### config.mk
export PLATFORM = sky130hd
export DESIGN_NAME = r22sdf_stream_ctrl
export DESIGN_NICKNAME = d
export VERILOG_FILES = /design/src/rtl/r22sdf_pkg.sv /design/src/rtl/r22sdf_stream_ctrl.sv
export SDC_FILE = /design/constraint.sdc
export NUM_CORES = 1
export LEC_CHECK = 0
export CAP_MARGIN = 10
export CORE_ASPECT_RATIO = 1.1
export CORE_MARGIN = 4
export CORE_UTILIZATION = 55
export DETAILED_ROUTE_END_ITERATION = 8
export GPL_ROUTABILITY_DRIVEN = 1
export PLACE_DENSITY = 0.77
export SLEW_MARGIN = 20
export SYNTH_ARGS = -nofsm -noshare
export SYNTH_HDL_FRONTEND = slang
export SYNTH_SLANG_ARGS = --single-unit
### constraint.sdc
create_clock -name sys_clk -period 8.1 [get_ports sys_clk]
set_input_delay 1.62 -clock sys_clk [delete_from_list [all_inputs] [get_ports sys_clk]]
set_output_delay 1.62 -clock sys_clk [all_outputs]
set_load 0.01 [all_outputs]
### src/rtl/r22sdf_pkg.sv
// Shared types and helpers for the R2^2 SDF FFT pipeline.
// Holds the stream-controller state set and pipeline latency math.
package r22sdf_pkg;

  typedef enum logic [1:0] {
    ST_IDLE  = 2'd0,
    ST_RUN   = 2'd1,
    ST_FLUSH = 2'd2
  } r22sdf_state_e;

  // Delay lines sum to N-1; each radix-2^2 stage adds its DSP registers.
  function automatic int r22sdf_latency(
    input int fft_length,
    input int ff_in,
    input int ff_out,
    input int dsp_ff_num
  );
    int stages;
    stages = $clog2(fft_length) / 2;
    return (fft_length - 1) + ff_in + ff_out
      + stages * dsp_ff_num;
  endfunction

  function automatic int r22sdf_cnt_w(input int pipe_latency);
    return $clog2(pipe_latency + 1);
  endfunction

endpackage

### src/rtl/r22sdf_stream_ctrl.sv
// Stream flow controller for the R2^2 SDF FFT pipeline.
// Tracks real vs fill slots, flushes the last frame, flags frames.
module r22sdf_stream_ctrl
  import r22sdf_pkg::*;
#(
  parameter int unsigned fft_length   = 256,
  parameter int unsigned pipe_latency = 268
) (
  input  logic        sys_clk,
  input  logic        sys_rst,
  input  logic        cordic_rdy,
  input  logic        s_valid,
  output logic        s_ready,
  input  logic        flush_req,
  output logic        fft_en,
  output logic        din_zero,
  output logic        m_valid,
  input  logic        m_ready,
  output logic        m_sop,
  output logic        m_eop,
  output logic        busy,
  output logic [15:0] frames_out
);

  localparam int CW = r22sdf_cnt_w(int'(pipe_latency));
  localparam int IW = $clog2(fft_length);
  localparam logic [IW-1:0] LAST = IW'(fft_length - 1);
  localparam logic [CW-1:0] LAT  = CW'(pipe_latency);

  r22sdf_state_e state;

  logic [CW-1:0] gap;
  logic [CW-1:0] occ;
  logic [CW-1:0] occ_next;
  logic [IW-1:0] in_cnt;
  logic [IW-1:0] out_cnt;
  logic          flush_pend;
  logic          can_adv;
  logic          in_v;
  logic          in_xfer;
  logic          frame_hold;

  assign m_valid    = (gap == '0) && (occ != '0);
  assign can_adv    = cordic_rdy && (!m_valid || m_ready);
  assign frame_hold = flush_pend && (in_cnt == '0)
                      && (state == ST_RUN);
  assign in_v       = (state != ST_FLUSH);
  assign s_ready    = can_adv && in_v && !frame_hold;
  assign fft_en     = in_v ? (s_valid && s_ready) : can_adv;
  assign in_xfer    = in_v && fft_en;
  assign m_sop      = m_valid && (out_cnt == '0);
  assign m_eop      = m_valid && (out_cnt == LAST);
  assign din_zero   = (state == ST_FLUSH);
  assign busy       = (state != ST_IDLE);

  // Occupancy after this cycle: real samples enter, the head leaves.
  always_comb begin
    occ_next = occ;
    if (fft_en)
      occ_next = occ + CW'(in_v) - CW'(m_valid);
  end

  // Slot bookkeeping, frame counters and IDLE/RUN/FLUSH sequencing.
  always_ff @(posedge sys_clk) begin
    if (sys_rst) begin
      state      <= ST_IDLE;
      gap        <= LAT;
      occ        <= '0;
      in_cnt     <= '0;
      out_cnt    <= '0;
      flush_pend <= 1'b0;
      frames_out <= '0;
    end else begin
      occ <= occ_next;
      if (fft_en && gap != '0)
        gap <= gap - CW'(1);
      if (in_xfer)
        in_cnt <= in_cnt + IW'(1);
      if (m_valid && fft_en)
        out_cnt <= out_cnt + IW'(1);
      if (m_eop && fft_en)
        frames_out <= frames_out + 16'd1;
      if (flush_req && state == ST_RUN)
        flush_pend <= 1'b1;
      unique case (state)
        ST_IDLE: begin
          if (in_xfer)
            state <= ST_RUN;
        end
        ST_RUN: begin
          if (flush_pend && in_cnt == '0) begin
            state      <= ST_FLUSH;
            flush_pend <= 1'b0;
          end
        end
        ST_FLUSH: begin
          if (occ_next == '0) begin
            state <= ST_IDLE;
            gap   <= LAT;
          end
        end
        default: state <= ST_IDLE;
      endcase
    end
  end

endmodule

* Word-level counts from Yosys, hierarchy flattened
Index checks and enable logic that the tools add are counted.
Storage, ports and cells: bits in registers 53, input bits 6, output and inout bits 23, word-level logic and storage cells 58
Operators by class: add/subtract/negate cells 6, equality and inequality tests 7, mux-type cells 12, reductions and logical operators 26
Operators by type and width (number):
- two-way mux 9 bit | 4
- logical NOT 9 bit | 2
- nonzero test 9 bit | 2
- adder 16 x 1 -> 16 bit (second input constant) | 1
- adder 8 x 1 -> 8 bit (second input constant) | 2
- logical NOT 8 bit | 2
- logical AND 1 bit | 14
- adder 9 x 1 -> 9 bit | 1
- subtractor 9 x 1 -> 9 bit | 1
- subtractor 9 x 1 -> 9 bit (second input constant) | 1
- equality test 8 bit (second input constant) | 1
- two-way mux 2 bit | 3
- case mux 2 bit (3 select lines) | 1
- two-way mux 1 bit | 4
- != test 2 x 1 -> 1 bit (second input constant) | 2
- != test 2 bit (second input constant) | 2
- AND reduction 3 bit | 1
- equality test 2 x 1 -> 1 bit (second input constant) | 1
- equality test 2 bit (second input constant) | 1
- logical NOT 1 bit | 2
- logical NOT 2 bit | 1
- nonzero test 2 bit | 1
- logical OR 1 bit | 1

* Logic depth before layout (Yosys ltp)
Gate-level depths: netlist (run 1).
depth in word-level cells 13, gate-level depth with buffers 17, mapped depth without buffers 16

* Worst setup path after synthesis (run 1)
No wires, ideal clock.
path kind register to register, from register gap[0], to register gap[0], library setup time 0.150 ns, arrival 4.099 ns, required time 7.950 ns, setup slack 3.851 ns, cell stages (with the launch flop) 18, period minus slack after synthesis 4.249 ns, path through dfxtp_1 > inv_1 > ha_1 > nor4b_2 > nand2_2 > buf_6 > nor2_1 > ha_1 > inv_1 > ha_1 > inv_1 > fa_1 > xnor2_1 > nor3b_2 > or4b_1 > a2111o_1 > o41ai_4 > a221oi_1
On the way: word-level cells in the longest chain between the ends 13, elaborated cells between the ends (all ways) 18
RTL lines:
- from (decl) | line r22sdf_stream_ctrl.sv:32 | logic [CW-1:0] gap;
- from (signal assigned) | line r22sdf_stream_ctrl.sv:76 | gap <= gap - CW'(1);
- logical NOT 9 bit (*) | line r22sdf_stream_ctrl.sv:43 | assign m_valid = (gap == '0) && (occ != '0);
- logical AND 1 bit (*) | line r22sdf_stream_ctrl.sv:43
- via m_valid | line r22sdf_stream_ctrl.sv:17 | output logic m_valid,
- parallel branches: the longest is 10 deep, another holds subtractor 9 x 1 -> 9 bit
- two-way mux 9 bit (*) | line r22sdf_stream_ctrl.sv:85 | unique case (state)
Mark *: on every way through the listed nets, which the timed path passes. A chain may end at the register's enable or synchronous reset.

* Worst setup path in the final report (run 1)
from input port m_ready, to output port fft_en
On the way: word-level cells in the longest chain between the ends 6
RTL lines:
- from (decl) | line r22sdf_stream_ctrl.sv:18 | input logic m_ready,
- logical OR 1 bit (*) | line r22sdf_stream_ctrl.sv:44 | assign can_adv = cordic_rdy && (!m_valid || m_ready);
- logical AND 1 bit (*) | line r22sdf_stream_ctrl.sv:44
- logical AND 1 bit (2 in series) | line r22sdf_stream_ctrl.sv:48 | assign s_ready = can_adv && in_v && !frame_hold;
- logical AND 1 bit | line r22sdf_stream_ctrl.sv:49 | assign fft_en = in_v ? (s_valid && s_ready) : can_adv;
- two-way mux 1 bit (*) | line r22sdf_stream_ctrl.sv:49
- to (decl) | line r22sdf_stream_ctrl.sv:15 | output logic fft_en,
Mark *: on every way between the ends. The rest lies on a longest branch, timed or not.

==> results of run 1 <==
## flip-flops by register name (all words and copies together), names as in the netlist
signal / flops
gap: 9
frames_out: 16
flush_pend: 1
state: 2
occ: 9
out_cnt: 8
in_cnt: 8
## power by group through the flow
stage / combinational [mW] / clock (mW) / sequential [mW]
after detailed placement: 0.116 / 0 / 0.280
after global placement: 0.116 / 0 / 0.280
after global routing: 0.130 / 0.190 / 0.276
after floorplan: 0.0925 / 0 / 0.279
final: 0.118 / 0.175 / 0.274
after CTS: 0.118 / 0.179 / 0.274
## synth_stat cells, drive strengths merged, types with 2 or more instances
cell | instances | share of area
nand2b | 5 | 0.0095
xnor2 | 20 | 0.053
or3 | 2 | 0.0038
or2 | 3 | 0.0057
clkbuf | 13 | 0.015
nand2 | 18 | 0.021
mux2i | 2 | 0.0061
a211o | 3 | 0.0080
a2111o | 2 | 0.0068
mux2 | 2 | 0.0068
o211ai | 2 | 0.0046
nor2 | 40 | 0.046
nor4 | 13 | 0.052
buf | 5 | 0.011
and4 | 6 | 0.016
a211oi | 8 | 0.018
a21oi | 17 | 0.026
nor4b | 4 | 0.017
nor3b | 2 | 0.0061
nor3 | 16 | 0.031
ha | 19 | 0.072
nor2b | 7 | 0.013
and3 | 9 | 0.017
dfxtp | 53 | 0.32
and2 | 4 | 0.0076
nand3b | 4 | 0.0091
o21a | 2 | 0.0046
nand4 | 14 | 0.027
o21ai | 5 | 0.0076
xor2 | 15 | 0.040
o311a | 2 | 0.0061
inv | 24 | 0.027
nand3 | 16 | 0.024
o21ba | 2 | 0.0061
## final cells by class
class                   count  area, sq um  share of cell area
clock buffers               5        68.82             0.01866
multi-input cells         278         2053              0.5568
repair buffers             29        282.8             0.07669
inverters                  24        90.09             0.02443
well taps                  77        96.34             0.02613
flip-flops and latches     53         1061              0.2878
clock inverters             2        35.03            0.009501
## critical path: stages
cell	delay (ps)
clkdlybuf4s50_1	580
nor3_4	840
nand2b_1	600
inv_1	290
clkdlybuf4s50_1	550
## through the flow
step / hold slack (ps) / instances / cell area (sq um) / setup WS, ps / power [mW]
floorplan: 432.0 / 373 / 3292 / 3851 / 0.3713
global placement: 457.2 / 461 / 3583 / 2120 / 0.3961
detailed placement: 464.6 / 461 / 3583 / 2041 / 0.3968
CTS: 478.8 / 468 / 3687 / 2022 / 0.5712
global route: 511.3 / 468 / 3687 / 1836 / 0.5958
finish: 480.9 / 468 / 3687 / 2000 / 0.5671
## how the worst max path moves through the flow
stage / slack (ps) / to / cells after the start / startpoint
after floorplan: 3850 / gap[0] / 17 / gap[0]
after global placement: 2120 / fft_en / 5 / m_ready
after detailed placement: 2040 / fft_en / 5 / m_ready
after CTS: 2020 / fft_en / 5 / m_ready
after global routing: 1840 / fft_en / 5 / m_ready
final: 2000 / fft_en / 5 / m_ready
## per-layer routing
layer | routed length (um) | global-route usage
met3 | 288 | 0.04335
met4 | 125 | 0.06193
met1 | 2986 | 0.2548
met5 | 0 | 0
met2 | 3218 | 0.3373
## cells by family after synthesis
group,count (synthesis),synth area share
buf+inv,42,0.05397
flops,53,0.3223
mux,4,0.01292
simple gates,166,0.3155
compound gates,52,0.1171
xor+xnor,36,0.09996
fa+ha+maj,20,0.07830
==> impl_metrics.tcl, run 1 <==
set metrics [dict create \
    outcome "completed" \
    share_comb_of_total_power 0.207 \
    seqPwrFrac 0.484 \
    drt_iter0_markers 124 \
    p_sw_frac 0.2853 \
    period_minus_slack_ps 6100 \
    worstPathRequired_ps 6480 \
    cap_violations 0 \
    hp-class "reg2reg" \
    root_buffer "clkbuf_8" \
    fp.dieW_um 81.77 \
    ys_warn_count 0 \
    grt_overflow 0 \
    p_per_area_nw_per_um2 153.8 \
    vias 2662 \
    crit_path_end_kind "primary output" \
    num-fill-cells 499 \
    clk_pin_slew_ps 90 \
    switching_power_mw 0.1618 \
    first_pass_iters 4 \
    final_cell_mix "dfxtp_1 (53), nor2_1 (40), clkdlybuf4s50_1 (27)" \
    peakVddDrop_mv 0.1031 \
    cts_setup_buffers 0 \
    ctsResizeCount 0 \
    hold_viol 0 \
    seq_area_frac_synth 0.3223 \
    antenna_left 0 \
    r2r_slack_ps 3310 \
    route.detailed.drc 0 \
    synth_edf_count 0 \
    p_leak_nw 1.297 \
    layout-drive-gt1-share 0.08951 \
    final_common_cell "dfxtp_1" \
    cts.sinks 53 \
    vias_per_cell 5.688 \
    synth_fp_nets 399 \
    fmax_ghz 0.1639 \
    numPortBuffers 28 \
    cts_made_buffers 5 \
    totalWireLength_um 6619 \
    r2r_cells 16 \
    area_growth_pct 12.01 \
    diodes 0 \
    routedWlPerCell_um 14.14 \
    whs_path_depth 1 \
    relSlewSlack 0.3252 \
    die_height_um 89.14 \
    synthFlopType "dfxtp_1" \
    syn_inst 373 \
    cp-start-kind "primary input" \
    die-area_sq_um 7289 \
    crit_type "in2out" \
    skew_ps 13.46 \
    place_hpwl_um 4848 \
    setup_tns_ps 0 \
    start_util 0.5670 \
    worstPathArrival_ps 4480 \
    layout.nets 417 \
    r2r-start "gap[0]" \
    cts_hold_buf 0 \
    cts_tree "done" \
    worstReg2RegEnd "gap[0]" \
    grt_max_degree 57 \
    ys_seq_elements 53 \
    finalSetupViolations 0 \
    core-area_sq_um 5806 \
    clkLatencyLatePin_ps 310 \
    antenna_found_initial 0 \
    intPower_mw 0.4053 \
    htreeDepth 2 \
    clkPwrFrac 0.309 \
    avgSynthCellArea_sq_um 8.825 \
    hold_end "state[0]" \
    hold_path_startpoint "state[1]" \
    rows 29 \
    grt_pass1_vias 2550 \
    syn_area_sq_um 3292 \
    synth_cell_types 57 \
    post-route-util 0.6351 \
    worst_pin_slew_ps 1012 \
    io_pins 29 \
    cts_buffer_depth 2 \
    postSynth.asyncResetShare 0 \
    gp_congestion 0.8049 \
    min_period_over_period 0.7531 \
    crit_fanout 16 \
    grt_pass1_wl_um 11650 \
    grt_usage 0.2000 \
    slew_viol_final 0 \
    rsz0062_at_grt "false" \
]
(Power assumes the default switching activity.)
==> run 2, diff against run 1 <==
==> constraint.sdc (replaced) <==
create_clock -name sys_clk -period 6.15 [get_ports sys_clk]
set_input_delay 1.23 -clock sys_clk [delete_from_list [all_inputs] [get_ports sys_clk]]
set_output_delay 1.23 -clock sys_clk [all_outputs]
set_load 0.01 [all_outputs]
==> run 2 against run 1 <==
Net effect: clock-buffer cell count up 1; via count up 1.5%; clock skew down 4.6 ps; hold slack better by 10 ps; final cell count up 0.85%; clock power up 12%; combinational power up 33%; setup slack worse by 450 ps; critical path depth up 2; critical path type unchanged; register-to-register slack worse by 1800 ps.
==> impl_metrics.tcl, run 2 (synthesis gave the netlist of run 1 again) <==
set metrics [dict create \
    outcome "completed" \
    intPower_mw 0.4979 \
    setup_slack_ps 1551 \
    place_hpwl_um 5060 \
    core-area_sq_um 5806 \
    hold_path_startpoint "occ[2]" \
    place_area_sq_um 3606 \
    cts_made_buffers 5 \
    finalInstanceArea_sq_um 3692 \
    grt_usage 0.1966 \
    fp.dieW_um 81.77 \
    antenna_found_initial 0 \
    share_comb_of_total_power 0.220 \
    antenna_left 0 \
    wirelength_met1_um 3016 \
    crit_type "in2out" \
    cts_tree "done" \
    die-area_sq_um 7289 \
    seq_area_sq_um 1061 \
    cts.sinks 53 \
    cts_setup_buffers 0 \
    num-fill-cells 500 \
    p_per_area_nw_per_um2 193.7 \
    peakVddDrop_mv 0.1405 \
    cp-start-kind "primary input" \
    fin_cells 472 \
    gp_congestion 0.8398 \
    first_pass_iters 4 \
    clkPwrFrac 0.274 \
    cp_slowest_stage_delay_ps 560 \
    crit_path_end_kind "primary output" \
    layout-drive-gt1-share 0.09620 \
    multi_input_area_sq_um 2053 \
    grt_pass1_wl_um 11300 \
    holdWs_ps 490.8 \
    hp-class "reg2reg" \
    worst_pin_slew_ps 972.3 \
    rows 29 \
    rsz0062_at_grt "false" \
    min_period_over_period 0.7478 \
    clk_pin_slew_ps 90 \
    met3_length_um 199 \
    largest_reg_flops 16 \
    vias_per_cell 5.722 \
    pre_cts_slack_ps 1543 \
    p_sw_frac 0.3040 \
    area_growth_pct 12.16 \
    cp_slowest_cell "clkdlybuf4s50_1" \
    post-route-util 0.6360 \
    route.detailed.drc 0 \
    switching_power_mw 0.2175 \
    clkLatencyLatePin_ps 310 \
    seqPwrFrac 0.506 \
    crit_fanout 16 \
    power_mw 0.7154 \
    critPathTopFamily "buffers and inverters" \
    totalWireLength_um 6798 \
    slew_viol_final 0 \
    routedWlPerCell_um 14.40 \
    crit_chain "clkdlybuf4s50_1, nor3_4, buf_4, nand2b_1, buf_4, inv_1, clkdlybuf4s50_1" \
    drt_iter0_markers 124 \
    highest_layer "met4" \
    top_regs "frames_out (16), gap (9), occ (9)" \
    worst-path-buf-inv 5 \
    cts_hold_buf 0 \
    fmax_ghz 0.2174 \
    relSlewSlack 0.3518 \
    numPortBuffers 28 \
    cts_buffer_depth 2 \
    p_leak_nw 1.303 \
    htreeDepth 2 \
    setup_tns_ps 0 \
    worstPathRequired_ps 4920 \
    finalSetupViolations 0 \
    period_minus_slack_ps 4599 \
    die_height_um 89.14 \
    diodes 0 \
    io_pins 29 \
    ctsResizeCount 0 \
    root_buffer "clkbuf_8" \
    hold_viol 0 \
    grt_max_degree 57 \
    final_cell_mix "dfxtp_1 (53), nor2_1 (40), clkdlybuf4s50_1 (27)" \
    r2r-start "gap[0]" \
    skew_ps 8.850 \
    grt_pass1_vias 2609 \
    grt_overflow 0 \
    layout.nets 420 \
    wl_met2_um 3440 \
    final_common_cell "dfxtp_1" \
    largest-register "frames_out" \
    worstPathArrival_ps 3370 \
    cap_violations 0 \
    vias 2701 \
    dp_cells 464 \
    startpoint "m_ready" \
    start_util 0.5670 \
]
==> run 2: changes by cell type in the layout (fill, tap and decap cells not counted), sizes merged <==
cell,change
inv,+1
clkbuf,+1
buf,+3
bufinv,-1
==> run 2: final timing paths <==
path	endpoint	slack, ps	depth (start not counted)
setup / recovery	fft_en	1550	7
hold / removal	occ[2]	490	2
setup reg to reg	gap[0]	1560	16
hold reg to reg	occ[2]	490	2
==> run 2: power groups by stage <==
stage	Clock, mW	Combinational (mW)	Sequential [mW]
final	0.196	0.157	0.362
after global routing	0.216	0.172	0.363
after CTS	0.205	0.158	0.362
after detailed placement	0	0.157	0.370
after global placement	0	0.153	0.369
after floorplan	0	0.122	0.367
==> run 2: cell type report <==
class                           instances  area share
Multi-Input combinational cell        278      0.5561
Sequential cell                        53      0.2874
Timing Repair Buffer                   32     0.08268
Tap cell                               77     0.02609
Inverter                               24     0.02440
Clock buffer                            6     0.01965
Clock inverter                          2    0.003728
==> run 2: worst register-to-register path, cell delays in order (launching register included) <==
cell and delay, ps:
dfxtp_1 330, inv_1 100, ha_1 150, nor4b_2 240
nand2_2 230, nor2_1 480, ha_1 320, inv_1 60
ha_1 150, inv_1 50, fa_1 380, nand2b_1 200
a211oi_1 390, o211ai_1 210, a2111o_1 470, o41ai_4 490
a221oi_1 180
==> run 2: per-layer routing <==
layer  GRT usage  vias up
met5           0        -
met4     0.08459        0
met3     0.03327       13
met2      0.3505       44
met1      0.2304     1280
li1            -     1364
